[src/rtl/serial_tc_pkg.sv]
// Shared definitions for the bit-serial two's-complement link.
//   WIDTH_DEF : default frame length in bits
//   state_e   : frame receive state (IDLE, SHIFT)
//   CNT_W_DEF : bit-counter width for the default frame length
package serial_tc_pkg;

  localparam int unsigned WIDTH_DEF = 8;
  localparam int unsigned CNT_W_DEF = $clog2(WIDTH_DEF);

  typedef enum logic {
    IDLE  = 1'b0,
    SHIFT = 1'b1
  } state_e;

endpackage

[src/rtl/tc_bit_stage.sv]
// Serial two's-complement bit stage: passes bits up to and including the
// first 1 of a frame, inverts every bit after it. Shared with the transmit
// side negator.
//   clk, rst_n : clock, async active-low reset
//   en         : advance the stage with i_bit this cycle
//   clr        : i_bit is bit 0 of a frame (forget previous ones)
//   i_bit      : incoming serial bit
//   out_bit_c  : transformed bit (combinational)
module tc_bit_stage #(
  parameter bit DECODE = 1'b1
) (
  input  logic clk,
  input  logic rst_n,
  input  logic en,
  input  logic clr,
  input  logic i_bit,
  output logic out_bit_c
);

  logic seen_one_q;
  logic seen_one_d;
  logic seen_eff_c;

  // Bit 0 must see a cleared history so it always passes unchanged.
  always_comb begin
    seen_eff_c = clr ? 1'b0 : seen_one_q;
    out_bit_c  = (DECODE && seen_eff_c) ? ~i_bit : i_bit;
    seen_one_d = en ? (seen_eff_c | i_bit) : seen_one_q;
  end

  always_ff @(posedge clk or negedge rst_n) begin
    if (!rst_n) begin
      seen_one_q <= 1'b0;
    end else begin
      seen_one_q <= seen_one_d;
    end
  end

endmodule

[src/rtl/serial_tc_decoder.sv]
// Receive end of the bit-serial two's-complement link. Re-applies the serial
// two's-complement rule to an LSB-first frame, deserializes it and presents
// the word on a one-entry valid/ready output with sticky error flags.
//   t_clk, r   : clock, async active-low reset
//   i_bit      : serial data bit, LSB first
//   i_en       : i_bit valid this cycle
//   i_start    : with i_en, marks bit 0 of a frame
//   o_data     : decoded word
//   o_valid    : o_data holds an unconsumed word
//   o_ready    : downstream accepts o_data
//   o_busy     : frame in progress
//   o_ovr      : sticky, completed frame dropped on a full buffer
//   o_frm_err  : sticky, i_start arrived mid-frame
module serial_tc_decoder
  import serial_tc_pkg::*;
#(
  parameter int unsigned WIDTH  = WIDTH_DEF,
  parameter bit          DECODE = 1'b1
) (
  input  logic             t_clk,
  input  logic             r,
  input  logic             i_bit,
  input  logic             i_en,
  input  logic             i_start,
  output logic [WIDTH-1:0] o_data,
  output logic             o_valid,
  input  logic             o_ready,
  output logic             o_busy,
  output logic             o_ovr,
  output logic             o_frm_err
);

  localparam int unsigned CNT_W = $clog2(WIDTH);
  localparam logic [CNT_W-1:0] CNT_LAST = CNT_W'(WIDTH - 1);

  state_e             state_q, state_d;
  logic [CNT_W-1:0]   cnt_q, cnt_d;
  logic [WIDTH-2:0]   sr_q, sr_d;
  logic [WIDTH-1:0]   data_q, data_d;
  logic               valid_q, valid_d;
  logic               busy_q, busy_d;
  logic               ovr_q, ovr_d;
  logic               frm_err_q, frm_err_d;

  logic               stage_en_c;
  logic               out_bit_c;
  logic [WIDTH-1:0]   word_c;
  logic               complete_c;

  // History only advances on bits that belong to a frame.
  assign stage_en_c = i_en & (i_start | (state_q == SHIFT));

  tc_bit_stage #(
    .DECODE (DECODE)
  ) u_bit_stage (
    .clk       (t_clk),
    .rst_n     (r),
    .en        (stage_en_c),
    .clr       (i_start),
    .i_bit     (i_bit),
    .out_bit_c (out_bit_c)
  );

  // New bit enters at the MSB; the full word is only meaningful on the last bit.
  assign word_c = {out_bit_c, sr_q};

  // Next-state, frame assembly and output handshake.
  always_comb begin
    state_d    = state_q;
    cnt_d      = cnt_q;
    sr_d       = sr_q;
    data_d     = data_q;
    valid_d    = valid_q;
    ovr_d      = ovr_q;
    frm_err_d  = frm_err_q;
    complete_c = 1'b0;

    if (valid_q && o_ready) begin
      valid_d = 1'b0;
    end

    case (state_q)
      IDLE: begin
        if (i_en && i_start) begin
          state_d = SHIFT;
          cnt_d   = CNT_W'(1);
          sr_d    = word_c[WIDTH-1:1];
        end
      end
      SHIFT: begin
        if (i_en) begin
          sr_d = word_c[WIDTH-1:1];
          if (i_start) begin
            // Restart: the partial frame is abandoned, this bit is bit 0.
            frm_err_d = 1'b1;
            cnt_d     = CNT_W'(1);
          end else if (cnt_q == CNT_LAST) begin
            complete_c = 1'b1;
            state_d    = IDLE;
            cnt_d      = '0;
          end else begin
            cnt_d = cnt_q + CNT_W'(1);
          end
        end
      end
      default: begin
        state_d = IDLE;
      end
    endcase

    // A completing frame may replace a word that transfers on the same edge.
    if (complete_c) begin
      if (!valid_q || o_ready) begin
        data_d  = word_c;
        valid_d = 1'b1;
      end else begin
        ovr_d = 1'b1;
      end
    end

    busy_d = (state_d == SHIFT);
  end

  always_ff @(posedge t_clk or negedge r) begin
    if (!r) begin
      state_q   <= IDLE;
      cnt_q     <= '0;
      sr_q      <= '0;
      data_q    <= '0;
      valid_q   <= 1'b0;
      busy_q    <= 1'b0;
      ovr_q     <= 1'b0;
      frm_err_q <= 1'b0;
    end else begin
      state_q   <= state_d;
      cnt_q     <= cnt_d;
      sr_q      <= sr_d;
      data_q    <= data_d;
      valid_q   <= valid_d;
      busy_q    <= busy_d;
      ovr_q     <= ovr_d;
      frm_err_q <= frm_err_d;
    end
  end

  assign o_data    = data_q;
  assign o_valid   = valid_q;
  assign o_busy    = busy_q;
  assign o_ovr     = ovr_q;
  assign o_frm_err = frm_err_q;

endmodule

[config.mk]
export PLATFORM = sky130hd
export DESIGN_NAME = serial_tc_decoder
export DESIGN_NICKNAME = d
export VERILOG_FILES = /design/src/rtl/serial_tc_pkg.sv /design/src/rtl/tc_bit_stage.sv /design/src/rtl/serial_tc_decoder.sv
export SDC_FILE = /design/constraint.sdc
export NUM_CORES = 1
export LEC_CHECK = 0
export ABC_CLOCK_PERIOD_IN_PS = 1800
export CELL_PAD_IN_SITES_DETAIL_PLACEMENT = 1
export CELL_PAD_IN_SITES_GLOBAL_PLACEMENT = 2
export CORE_AREA = 2 2 61 63
export CTS_CLUSTER_DIAMETER = 120
export DETAILED_ROUTE_END_ITERATION = 8
export DIE_AREA = 0 0 63 65
export GPL_TIMING_DRIVEN = 1
export PLACE_DENSITY_LB_ADDON = 0.1
export SYNTH_ARGS = -nofsm -noshare
export SYNTH_HDL_FRONTEND = slang
export SYNTH_HIERARCHICAL = 1
export SYNTH_SLANG_ARGS = --single-unit
[constraint.sdc]
create_clock -name t_clk -period 1.8 [get_ports t_clk]
set_input_delay 0.36 -clock t_clk [delete_from_list [all_inputs] [get_ports t_clk]]
set_output_delay 0.36 -clock t_clk [all_outputs]
set_load 0.02 [all_outputs]
* After elaboration in Yosys (flattened, before gate mapping)
Index checks and enable logic that the tools add are counted.
Operators by class: magnitude comparators 0, $add $sub $neg 1, $mul 0, shifts and indexed selects 0, div/mod/pow operators 0, muxes and demuxes 22, equality and inequality tests 3, reduce and logical (&&, ||, !) cells 8, bitwise gates (word level) 6
Operator list (number):
- $mux 7 | 2
- $pmux 7 s2 | 1
- $mux 1 | 13
- $mux 3 | 4
- $pmux 3 s2 | 1
- $reduce_and 2->1 | 3
- $ne 2x2->1 const B | 2
- $add 3x1->3 const B | 1
- $eq 3x3->1 const B | 1
- $not 1->1 | 3
- $reduce_and 3->1 | 1
- $logic_and 1x1->1 | 2
- $or 1x1->1 | 2
- $pmux 1 s2 | 1
- $and 1x1->1 | 1
- $logic_not 1->1 | 1
- $logic_or 1x1->1 | 1
Word-level totals: bits in registers 23, ROM bits 0, latch bits 0, memories 0, word-level logic and storage cells 48, memory bits (writable) 0, output and inout bits 12

* Longest topological paths before layout
Gate-level depths: netlist (run 1).
depth in word-level cells 6, gate-level depth with buffers 6, depth with buffers taken out 5

* By module
The synthesis (run 1) kept the hierarchy.
By module, submodules not included:
- serial_tc_decoder | cells an instance 65, instances 1, seq. area each 550.5 µm², area an instance 955.9 µm²
- tc_bit_stage | cells an instance 6, instances 1, seq. area each 25.0 µm², area an instance 56.3 µm²

* Least setup slack after synthesis (run 1)
OpenSTA, ideal clock, no wires.
path kind register -> register, start reg cnt_q[0], end reg data_q[0] (netlist: o_data[0]), stages on the path, launching flop included 7, setup slack 267 ps, required time 1675 ps, arrival time 1408 ps, cells stage by stage dfrtp_1 > ha_1 > ha_1 > nand4b_4 > nor2b_2 > buf_6 > mux2_4
On the way: cells in the longest elaborated chain, start to end 6
Ends and longest elaborated chain:
- start, declared | line serial_tc_decoder.sv:37 | logic [CNT_W-1:0] cnt_q, cnt_d;
- start signal, assigned | line serial_tc_decoder.sv:136 | cnt_q <= cnt_d;
- $eq 3x3->1 | line serial_tc_decoder.sv:97 | end else if (cnt_q == CNT_LAST) begin
- $mux 1 | line serial_tc_decoder.sv:97
- $mux 1 | line serial_tc_decoder.sv:93 | if (i_start) begin
- $mux 1 | line serial_tc_decoder.sv:91 | if (i_en) begin
- $mux 1 | line serial_tc_decoder.sv:82 | case (state_q)
- $reduce_and 2->1 (no source line)
- end signal, assigned | line serial_tc_decoder.sv:138 | data_q <= data_d;
- end, declared | line serial_tc_decoder.sv:39 | logic [WIDTH-1:0] data_q, data_d;
No other way between the ends. A chain may end at the register's enable or synchronous reset.

* Worst setup path in the final report (run 1)
start reg data_q[4] (netlist: o_data[4]), end out o_data[4]
RTL lines:
- end, declared | line serial_tc_decoder.sv:25 | output logic [WIDTH-1:0] o_data,
No word-level cell between the ends.

==> results.json, run 1 <==
{
  "outcome": "finished clean",
  "grt_usage": 0.109,
  "wl_met2_um": 900,
  "startpoint_type": "register",
  "clk_latency_ns": 0.31,
  "seq_area_frac_synth": 0.569,
  "ff2ff_path_depth": 6,
  "drtIter0Drc": 12,
  "io_pins": 18,
  "power.density_nw_per_um2": 1070,
  "cp.depth": 1,
  "port-buffer-count": 17,
  "post-place-ws_ns": 0.00423,
  "antenna_found_initial": 0,
  "initial_core_util": 0.290,
  "grt_overflow": 0,
  "ant_nets": 0,
  "period_share": 0.928,
  "vias": 640,
  "numCtsBuffers": 3,
  "wire_per_inst_um": 13.4,
  "grt_pass1_wl_um": 3440,
  "synth_mux_area_frac": 0.197,
  "setup_viol": 0,
  "irDropWorstVdd_mv": 0.433,
  "die_x_um": 63,
  "path_delay_family": "buffers and inverters",
  "syn_nets": 80,
  "avgViaCountPerCell": 4.41,
  "ys_seq_elements": 23,
  "drc": 0,
  "synth_cell_types": 23,
  "synth-xor-area-share": 0,
  "clockBufferDepth": 2,
  "grt_pass1_vias": 693,
  "dp.cells": 141,
  "syn_avg_cell_area_um2": 14.3,
  "fmax_mhz": 598,
  "dr.max_layer_used": "met4",
  "slowest_delay_ns": 0.61,
  "synth_area_um2": 1010,
  "relSlewSlack": 0.802,
  "syn_to_final_growth_pct": 31.9,
  "worst_pin_slew_ns": 0.297,
  "gp_congestion": 0.745,
  "rsz0062_at_grt": "no",
  "yosys_warnings": 6,
  "placementRows": 22,
  "endpoint_kind": "primary output",
  "hp-class": "in2async",
  "clk_pin_slew_ns": 0.14,
  "fp.coreArea_um2": 3500,
  "drv_cap": 0,
  "drtPass1Iterations": 4,
  "drt-total-wl_um": 1940,
  "fillers": 382,
  "synth_compound_area_frac": 0.0742,
  "holdWs_ns": 0.389,
  "hpwl_um": 1400,
  "postCtsSetupBuffers": 0,
  "htree_num_levels": 1,
  "hold_viol_final": 0,
  "grt_max_degree": 24,
  "met3_wirelength_um": 91,
  "path_max_fanout": 2,
  "cp.required_ns": 1.44,
  "synth_top_family_by_area": "multiplexers",
  "die_area_um2": 4100,
  "arrival_ns": 1.31,
  "nets": 107,
  "path_cells": "clkdlybuf4s50_1",
  "seq_area_um2": 577,
  "path_class": "reg2out",
  "synthAdderAreaFrac": 0.0371,
  "cts.sinks": 23,
  "min_period_ns": 1.67,
  "m1WireLength_um": 928,
  "critPathSlowestCell": "clkdlybuf4s50_1",
  "multi_input_area_um2": 392,
  "die_h_um": 65,
  "fin_cells": 145,
  "n_antenna_cell": 0,
  "syn-instance-count": 71,
  "worstPathBufferInverterCount": 1,
  "root_buffer": "clkbuf_4",
  "synth_simple_gate_area_frac": 0.0791,
  "worst_slack_ns": 0.129,
  "drive_above_1_share": 0.340,
  "fin_skew_ns": 0.00948,
  "cts_tree": "yes",
  "p_leak_nw": 0.612,
  "slew_viol_final": 0
}
[layout by cell type (no fill, tap or decap)]
master / Yosys / routed
nand2b_1: 2 / 2
buf_4: 2 / 6
dfrtp_2: 0 / 1
o21bai_1: 1 / 1
buf_12: 0 / 2
nor2b_2: 1 / 1
o32a_1: 1 / 1
o21ai_0: 1 / 1
o21ai_2: 1 / 1
o22ai_1: 2 / 2
nor3b_1: 1 / 1
nand2_1: 5 / 5
mux2_4: 8 / 8
a22o_2: 1 / 1
nor2_1: 1 / 1
clkinvlp_4: 0 / 1
ha_1: 3 / 3
a21oi_1: 1 / 1
nand3_1: 1 / 1
dlymetal6s2s_1: 0 / 1
dfrtp_1: 23 / 22
a31o_2: 1 / 1
nand4b_4: 1 / 1
inv_1: 5 / 5
clkdlybuf4s50_1: 0 / 16
mux2_2: 7 / 7
clkbuf_4: 0 / 3
o21a_1: 1 / 1
[final cells by class]
| type | count | share of cell area |
|---|---|---|
| Tap cell | 48 | 0.0450 |
| Multi-Input combinational cell | 40 | 0.293 |
| Timing Repair Buffer | 25 | 0.193 |
| Inverter | 5 | 0.0141 |
| Clock buffer | 3 | 0.0169 |
| Clock inverter | 1 | 0.00562 |
| Sequential cell | 23 | 0.432 |
[through the flow]
step            util  setup TNS (ns)  instance area (um2)  power (mW)
3_5_place_dp   0.372               0                 1300        1.21
2_1_floorplan      -               0                 1010        1.01
5_1_grt        0.382               0                 1340        1.54
4_1_cts        0.381               0                 1330        1.46
6_report       0.382               0                 1340        1.43
3_3_place_gp   0.372         -0.0138                 1300        1.20
[state kept, by name, summed over array words and instances (netlist names)]
signal	count
cnt_q	3
o_busy	1
o_data	8
o_frm_err	1
o_ovr	1
o_valid	1
sr_q	7
u_bit_stage/seen_one_q	1
[routing by layer]
layer  GRT usage  vias to the layer above
met4      0.0333                        0
met2       0.166                       11
met1       0.150                      331
met3      0.0313                        2
li1            -                      296
met5           0                        -
[worst paths after layout]
kind / start / endpoint / slack (ns)
setup / recovery: o_data[4]$_DFFE_PN0P_ / o_data[4] / 0.13
min in group t_clk: o_ovr$_DFFE_PN0P_ / o_ovr$_DFFE_PN0P_ / 0.50
max in group asynchronous: r / o_busy$_DFF_PN0_ / 1.16
hold reg to reg: o_ovr$_DFFE_PN0P_ / o_ovr$_DFFE_PN0P_ / 0.50
setup reg to reg: cnt_q[0]$_DFFE_PN0P_ / o_data[3]$_DFFE_PN0P_ / 0.17
hold / removal: r / o_data[7]$_DFFE_PN0P_ / 0.39
[kinds of logic after synthesis]
logic type                 Yosys count
DFF                                 23
muxes                               15
and+or+nand+nor                     12
AOI/OAI and AO/OA                   10
buffers and inverters                8
adders and majority gates            3
[synthesized netlist by cell type, drive strengths merged]
cell type   n  area, um2
a21oi       1       5.00
a22o        1       10.0
a31o        1       8.76
buf         3       26.3
dfrtp      23        576
ha          3       37.5
inv         5       18.8
mux2       15        199
nand2       5       18.8
nand2b      2       12.5
nand3       1       5.00
nand4b      1       23.8
nor2        1       3.75
nor2b       1       8.76
nor3b       1       7.51
o21a        1       7.51
o21ai       2       13.8
o21bai      1       7.51
o22ai       2       12.5
o32a        1       10.0
[power by group]
group          switching (mW)  internal [mW]
sequential             0.0911          0.652
combinational           0.174          0.268
clock                   0.160         0.0844
total                   0.425           1.00
[timing repair]
item / in CTS / in global routing
gates resized for setup: 1 / 1
hold buffers: 0 / 0
setup endpoints to repair: 1 / 1
Power figures use the tool's default switching activity.
==> run 2: changes to the inputs <==
--- a/config.mk
+++ b/config.mk
@@ -5,7 +5,7 @@
 export SDC_FILE = /design/constraint.sdc
 export NUM_CORES = 1
 export LEC_CHECK = 0
-export ABC_CLOCK_PERIOD_IN_PS = 1800
+export ABC_CLOCK_PERIOD_IN_PS = 1400
 export CELL_PAD_IN_SITES_DETAIL_PLACEMENT = 1
 export CELL_PAD_IN_SITES_GLOBAL_PLACEMENT = 2
 export CORE_AREA = 2 2 61 63
==> constraint.sdc (replaced) <==
create_clock -name t_clk -period 1.4 [get_ports t_clk]
set_input_delay 0.28 -clock t_clk [delete_from_list [all_inputs] [get_ports t_clk]]
set_output_delay 0.28 -clock t_clk [all_outputs]
set_load 0.02 [all_outputs]
==> run 2 against run 1 <==
  * The flow now finishes with violations (negative setup slack)
  * Sequential power grew 30%
  * First-iteration DRC count fell by 58%
  * Power up 28%
  * Final area up 2.4%
  * Worst setup slack worse by 0.27 ns
  * Critical path depth rose by 5
  * Clock power rose by 27%
  * Largest cell class unchanged
  * Highest routed layer unchanged
==> results.json, run 2 (synthesized netlist as in run 1, its figures left out) <==
{
  "grt_overflow": 0,
  "p_clk_frac": 0.169,
  "drive_above_1_share": 0.396,
  "tns_ns": -1.15,
  "grt_max_degree": 24,
  "endpoint_kind": "register",
  "r2r_end": "o_data[7]$_DFFE_PN0P_",
  "slew_viol_final": 0,
  "p_leak_nw": 0.677,
  "r2r-start": "cnt_q[1]$_DFFE_PN0P_",
  "irDropWorstVdd_mv": 0.466,
  "period_share": 1.10,
  "setup_viol": 16,
  "path_max_fanout": 8,
  "fp.coreArea_um2": 3500,
  "startpoint_type": "register",
  "root_buffer": "clkbuf_4",
  "clk_latency_ns": 0.31,
  "die_h_um": 65,
  "layout_common_cells": "dfrtp_1, dlygate4sd2_1, buf_4, mux2_4, mux2_2",
  "avgViaCountPerCell": 4.46,
  "htree_num_levels": 1,
  "place_area_um2": 1320,
  "gp_congestion": 0.757,
  "drtPass1Iterations": 2,
  "rsz0062_at_grt": "yes",
  "p_int_mw": 1.27,
  "cts.sinks": 23,
  "switchingPower_uw": 565,
  "largest_register_ffs": 8,
  "power_frac_comb": 0.304,
  "nets": 111,
  "grt_usage": 0.119,
  "syn_to_final_growth_pct": 35.1,
  "fin_cells": 149,
  "fin_skew_ns": 0.00225,
  "fmax_mhz": 650,
  "violations": "negative setup slack",
  "antenna_found_initial": 0,
  "p_seq_frac": 0.527,
  "wire_per_inst_um": 13.8,
  "clockBufferDepth": 2,
  "vias": 665,
  "ff2ff_path_depth": 6,
  "arrival_ns": 1.74,
  "relSlewSlack": 0.680,
  "ant_nets": 0,
  "cts_tree": "yes",
  "drtIter0Drc": 5,
  "grt_pass1_vias": 744,
  "hold_viol_final": 0,
  "port-buffer-count": 17,
  "drc": 0,
  "grt_pass1_wl_um": 3740,
  "switching_share": 0.308,
  "io_pins": 18,
  "holdWs_ns": 0.306,
  "drt-total-wl_um": 2060,
  "hp-class": "in2async",
  "final_common_cell": "dfrtp_1",
  "r2r_setup_slack_ns": -0.14,
  "hpwl_um": 1480,
  "initial_core_util": 0.290,
  "placementRows": 22,
  "worst_pin_slew_ns": 0.479,
  "die_area_um2": 4100,
  "drv_cap": 0,
  "min_period_ns": 1.54,
  "cp.required_ns": 1.61,
  "clk_pin_slew_ns": 0.13,
  "dp.cells": 143,
  "postLayoutCellArea_um2": 1370,
  "numCtsBuffers": 3,
  "n_antenna_cell": 0,
  "outcome": "finished, violations left",
  "die_x_um": 63,
  "path_class": "reg2reg",
  "worst_slack_ns": -0.139,
  "power.density_nw_per_um2": 1340
}
==> run 2: cell types whose count changed in the layout (fill, tap and decap cells not counted), moves of 2 or more <==
cell             change
dlygate4sd2_1       +12
buf_4                +5
ha_4                 +2
ha_1                 -2
clkdlybuf4s50_1     -11
==> run 2: routing by layer <==
layer	up-vias	global-route usage	share of wire
met5	-	0	0
met4	0	0.0417	0.0097
met3	2	0.0243	0.025
met2	7	0.201	0.52
met1	353	0.152	0.44
li1	303	-	-
==> run 2: power groups by stage <==
| stage | clock, mW | sequential, mW | combinational (mW) |
|---|---|---|---|
| floorplan | 0 | 1.02 | 0.282 |
| global placement | 0 | 0.978 | 0.581 |
| detailed placement | 0 | 0.980 | 0.594 |
| CTS | 0.328 | 0.972 | 0.554 |
| global route | 0.359 | 0.997 | 0.612 |
| finish | 0.310 | 0.966 | 0.556 |
==> run 2: area by class of cell <==
| class | instances | area, um2 |
|---|---|---|
| clock buffers | 3 | 22.5 |
| clock inverters | 1 | 5.00 |
| fillers | 391 | 2130 |
| inverters | 5 | 18.8 |
| multi-input cells | 40 | 427 |
| flip-flops and latches | 23 | 577 |
| well taps | 48 | 60.1 |
| repair buffers | 29 | 258 |
==> run 2: stage by stage <==
| step | utilization | setup slack [ns] | total power, mW |
|---|---|---|---|
| after floorplan | - | -0.0816 | 1.31 |
| after global routing | 0.391 | -0.219 | 1.97 |
| after global placement | 0.377 | -0.332 | 1.56 |
| final | 0.391 | -0.139 | 1.83 |
| after CTS | 0.388 | -0.145 | 1.85 |
| after detailed placement | 0.377 | -0.337 | 1.57 |
==> run 2: worst max-delay path, stage by stage, from the launching register on <==
cell and delay [ns]:
dfrtp_1 0.42, ha_4 0.16, ha_4 0.14, nand4b_4 0.12, nor2b_4 0.15, buf_12 0.15, mux2_4 0.30
==> run 2: worst max-delay path by stage <==
stage	start	end	slack, ns	depth (start not counted)
2_1_floorplan	cnt_q[0]$_DFFE_PN0P_	o_data[0]$_DFFE_PN0P_	-0.08	6
3_3_place_gp	i_start	o_data[7]$_DFFE_PN0P_	-0.33	5
3_5_place_dp	i_start	sr_q[1]$_DFFE_PN0P_	-0.34	3
4_1_cts	cnt_q[1]$_DFFE_PN0P_	o_data[7]$_DFFE_PN0P_	-0.14	6
5_1_grt	cnt_q[0]$_DFFE_PN0P_	o_data[5]$_DFFE_PN0P_	-0.22	6
6_report	cnt_q[1]$_DFFE_PN0P_	o_data[7]$_DFFE_PN0P_	-0.14	6
==> run 2: timing repair <==
action,4_1_cts,5_1_grt
buffers inserted,1,1
pin swaps,2,0
resized for setup,15,2
endpoints found under the setup margin,28,19
hold buffers,0,0
==> run 3: changes to the inputs <==
--- a/config.mk
+++ b/config.mk
@@ -12,7 +12,7 @@
 export CTS_CLUSTER_DIAMETER = 120
 export DETAILED_ROUTE_END_ITERATION = 8
 export DIE_AREA = 0 0 63 65
-export GPL_TIMING_DRIVEN = 1
+export GPL_TIMING_DRIVEN = 0
 export PLACE_DENSITY_LB_ADDON = 0.1
 export SYNTH_ARGS = -nofsm -noshare
 export SYNTH_HDL_FRONTEND = slang
==> run 3 against run 2 <==
  * The run still ends with negative setup slack left
  * Global-route usage shrank 1.1 points
  * Final cell count shrank 3.4%
  * Via count shrank 5.3%
  * Critical path depth is the same
  * Die area is the same
  * Critical path type unchanged
==> results.json, run 3 (synthesized netlist as in run 1, its figures left out) <==
{
  "outcome": "finished, violations left",
  "violations": "negative setup slack",
  "initial_core_util": 0.290,
  "nets": 106,
  "clk_latency_ns": 0.30,
  "n_antenna_cell": 0,
  "post-place-ws_ns": -0.475,
  "drtPass1Iterations": 2,
  "root_buffer": "clkbuf_4",
  "min_period_ns": 1.52,
  "hold_viol_final": 0,
  "r2r-start": "cnt_q[1]$_DFFE_PN0P_",
  "cts_tree": "yes",
  "worst_pin_slew_ns": 1.03,
  "drc": 0,
  "clk_pin_slew_ns": 0.12,
  "startpoint_type": "register",
  "worstPathBufferInverterCount": 1,
  "clockBufferDepth": 2,
  "path_cells": "ha_4, ha_4, nand4b_4, nor2b_2, buf_6, mux2_4",
  "syn_to_final_growth_pct": 29.8,
  "endpoint_kind": "register",
  "vias": 630,
  "hold_start": "i_en",
  "postLayoutCellArea_um2": 1310,
  "period_share": 1.09,
  "largest_register_ffs": 8,
  "avgViaCountPerCell": 4.38,
  "place_area_um2": 1250,
  "fin_skew_ns": 0.00385,
  "hpwl_um": 1300,
  "r2r_end": "o_data[5]$_DFFE_PN0P_",
  "antenna_found_initial": 0,
  "ant_nets": 0,
  "placementRows": 22,
  "p_leak_nw": 0.620,
  "cp.required_ns": 1.60,
  "drtIter0Drc": 31,
  "path_class": "reg2reg",
  "path_delay_family": "flip-flops",
  "seq_area_um2": 576,
  "arrival_ns": 1.72,
  "hold_path_depth": 2,
  "setup_viol": 8,
  "holdWs_ns": 0.272,
  "rsz0062_at_grt": "yes",
  "path_max_fanout": 8,
  "holdBufCountCts": 0,
  "drt-total-wl_um": 1860,
  "die_area_um2": 4100,
  "drv_cap": 0,
  "grt_usage": 0.108,
  "grt_overflow": 0,
  "cts.sinks": 23,
  "die_x_um": 63,
  "critPathSlowestCell": "dfrtp_1",
  "wire_per_inst_um": 12.9,
  "ff2ff_path_depth": 6,
  "htree_num_levels": 1,
  "die_h_um": 65,
  "layout_common_cells": "dfrtp_1, dlygate4sd2_1, mux2_4, buf_4, mux2_2",
  "fillers": 382,
  "power.density_nw_per_um2": 1380,
  "port-buffer-count": 16,
  "critPathMostFrequentCell": "ha_4",
  "grt_pass1_wl_um": 3420,
  "grt_pass1_vias": 735,
  "slowest_delay_ns": 0.41,
  "worst_slack_ns": -0.122,
  "utilization": 0.376,
  "relSlewSlack": 0.311,
  "irDropWorstVdd_mv": 0.571,
  "hold_end": "cnt_q[1]$_DFFE_PN0P_",
  "gp_congestion": 0.698,
  "io_pins": 18,
  "hp-class": "in2reg",
  "fp.coreArea_um2": 3500,
  "slew_viol_final": 0,
  "drive_above_1_share": 0.344,
  "multi_input_area_um2": 424,
  "final_common_cell": "dfrtp_1",
  "grt_max_degree": 24,
  "r2r_setup_slack_ns": -0.12,
  "cp-startpoint": "cnt_q[1]$_DFFE_PN0P_",
  "fmax_mhz": 657,
  "numCtsBuffers": 3
}
## run 3: layout make-up
type                    instances  share of cell area
repair buffers                 21               0.139
flip-flops and latches         23               0.438
clock buffers                   4              0.0200
plain buffers                   3              0.0200
well taps                      48              0.0457
multi-input cells              40               0.323
inverters                       5              0.0143
## run 3: where the power goes
group | internal [mW] | leakage (nW) | switching [mW]
combinational | 0.318 | 0.319 | 0.237
clock | 0.111 | 0.0150 | 0.192
sequential | 0.838 | 0.286 | 0.120
## run 3: per-layer routing
layer	GRT usage	wire, um	part of all wire	up-vias
met1	0.122	821	0.44	324
li1	-	-	-	297
met3	0.0243	49	0.026	2
met5	0	0	0	-
met4	0.0500	20	0.011	0
met2	0.194	971	0.52	7
## run 3: worst max-delay path by stage
| stage | endpoint | slack, ns | cells past startpoint |
|---|---|---|---|
| after floorplan | o_data[0]$_DFFE_PN0P_ | -0.08 | 6 |
| after global placement | o_data[1]$_DFFE_PN0P_ | -0.47 | 5 |
| after detailed placement | o_data[4]$_DFFE_PN0P_ | -0.47 | 5 |
| after CTS | o_data[4]$_DFFE_PN0P_ | -0.17 | 6 |
| after global routing | o_data[4]$_DFFE_PN0P_ | -0.20 | 6 |
| final | o_data[5]$_DFFE_PN0P_ | -0.12 | 6 |
## run 3: through the flow
step	cells	total power, mW	TNS, ns
6_report	144	1.82	-0.951
3_5_place_dp	135	1.55	-12.16
3_3_place_gp	135	1.53	-12.35
5_1_grt	144	1.97	-1.61
2_1_floorplan	71	1.31	-0.653
4_1_cts	142	1.83	-1.35
## run 3: what timing repair did
item / 4_1_cts / 5_1_grt
setup endpoints to repair: 27 / 11
pin swaps: 5 / 1
cloned: 0 / 0
setup buffers: 3 / 2
resized for setup: 14 / 2
hold endpoints to repair: 0 / 0
==> RTL change 1: new RTL, config.mk and constraints of run 2 <==
The package constant `WIDTH_DEF` goes from 8 to 16.
--- a/src/rtl/serial_tc_pkg.sv
+++ b/src/rtl/serial_tc_pkg.sv
@@ -4,7 +4,7 @@
 //   CNT_W_DEF : bit-counter width for the default frame length
 package serial_tc_pkg;
 
-  localparam int unsigned WIDTH_DEF = 8;
+  localparam int unsigned WIDTH_DEF = 16;
   localparam int unsigned CNT_W_DEF = $clog2(WIDTH_DEF);
 
   typedef enum logic {
Ports: changed (resized o_data); port bits go from 18 to 26. No check against the original RTL was run, so the function may have changed too.
==> RTL change 1 against run 2 <==
Power up 57%. Area after synthesis up 61%. Sequential cell count up 17. Combinational power down 13%. Largest power group unchanged. Clock power rose to 2.7 times the old value. First-iteration DRC count rose to 6.6 times the old value. Sequential share of layout area up 3.7 points. Worst setup slack worse by 0.067 ns. Core utilization up 23 points. Routed wire length up 55%. The flow still finishes with violations (negative setup slack). Final area up 60%.
==> RTL change 1: results (changes against run 2) <==
io_buffers: 25  # was 17
stdcell_count: 208  # was 149
yosysTopAreaCellShare_pct: 61.54  # was 56.86%
pre_cts_ws_ns: -0.4740  # was -0.3374 ns
clock_skew_ns: 0.007903  # was 0.002252 ns
largest_reg_flops: 16  # was 8
worstPathMaxFanout: 9  # was 8
grt_pass1_wl_mm: 5.568  # was 3.739 mm
final_nets: 167  # was 111
wl_met1_mm: 1.353  # was 913 um
max_slew_margin_pct: 78.10  # was 68.05%
use_met1_pct: 21.71  # was 15.16%
power.density_nw_per_um2: 1316  # was 1340 nW/um2
syn_inst: 113  # was 71
vias: 1055  # was 665
finalWeightedCongestion: 0.7999  # was 0.7573
cts_root_buffer: "clkbuf_4"  # unchanged
initialDrtViolationCount: 33  # was 5
crit_arrival_ns: 1.85  # was 1.74 ns
wl_per_cell_um: 15.31  # was 13.81 um
setup_ws_ns: -0.2051  # was -0.1386 ns
grt_usage_pct: 18.28  # was 11.91%
violations: "negative setup slack"  # unchanged
tns_ns: -2.946  # was -1.146 ns
first_pass_iters: 4  # was 2
status: "finished with violations"  # unchanged
placed_area_um2: 2062  # was 1319 um2
wl_met2_mm: 1.633  # was 1.071 mm
syn_nets: 121  # was 80
dp.cells: 198  # was 143
hold_viol: 0  # unchanged
synth_area_leaders: "dfrtp_1 62%, mux2_2 21%, ha_1 1.5%, nor4_4 1.3%, o21ai_0 1.2%"  # was dfrtp_1 57%, mux2_4 12%, mux2_2 7.8%, ha_1 3.7%, nand4b_4 2.3%
cts_buffers: 5  # was 3
synth-compound-area-share_pct: 5.846  # was 7.417%
h-tree-depth: 2  # was 1
met3_length_um: 127  # was 52 um
p_comb_share_pct: 16.8  # was 30.4%
setup_viol: 16  # unchanged
muxShareOfSynthArea_pct: 21.46  # was 19.65%
critPathTopFamily: "flip-flops"  # unchanged
grt_start_max_net_pins: 41  # was 24
peakVddDrop_v: 0.0007026  # was 0.0004663 V
synthTopCellsByCount: "40 x dfrtp_1, 31 x mux2_2, 4 x inv_1, 4 x nand2_1, 4 x o21ai_0"  # was 23 x dfrtp_1, 8 x mux2_4, 7 x mux2_2
synth-adder-area-share_pct: 1.538  # was 3.708%
ys_seq_area_share_pct: 61.54  # was 56.86%
fillCellCount: 347  # was 391
power_leakage_nw: 1.047  # was 0.6769 nW
internal_power_mw: 2.160  # was 1.267 mW
insertion_delay_ns: 0.35  # was 0.31 ns
synth_cell_types: 26  # was 23
powerClk_mw: 0.842  # was 0.310 mW
grt_use_met2_pct: 29.92  # was 20.08%
drive_above_1_share_pct: 43.13  # was 39.60%
dpl.hpwl_mm: 2.284  # was 1.476 mm
first_global_vias: 1202  # was 744
use_met3_pct: 5.903  # was 2.431%
==> RTL change 1: area by class of cell <==
cell class	count	area [um2]	area share, %
flip-flops and latches	40	1002	45.85
multi-input cells	64	625.6	28.62
repair buffers	44	387.9	17.74
clock buffers	7	65.06	2.977
well taps	48	60.06	2.748
clock inverters	1	30.03	1.374
inverters	4	15.01	0.6869
==> RTL change 1: repair_timing <==
item / CTS / global route
resized for setup: 21 / 25
hold buffers: 1 / 0
setup endpoints to repair: 36 / 30
buffers inserted: 0 / 1
endpoints found under the hold margin: 40 / 0
==> RTL change 1: path summary, 6_finish.rpt <==
check | startpoint | end | slack, ns | cells past startpoint
setup / recovery | cnt_q[1] | o_data[6] | -0.21 | 5
hold / removal | r | o_data[0] | 0.41 | 3
setup reg to reg | cnt_q[1] | o_data[6] | -0.21 | 5
hold reg to reg | o_ovr | o_ovr | 0.48 | 1
max in group asynchronous | r | o_busy | 0.78 | 3
min in group t_clk | o_ovr | o_ovr | 0.48 | 1
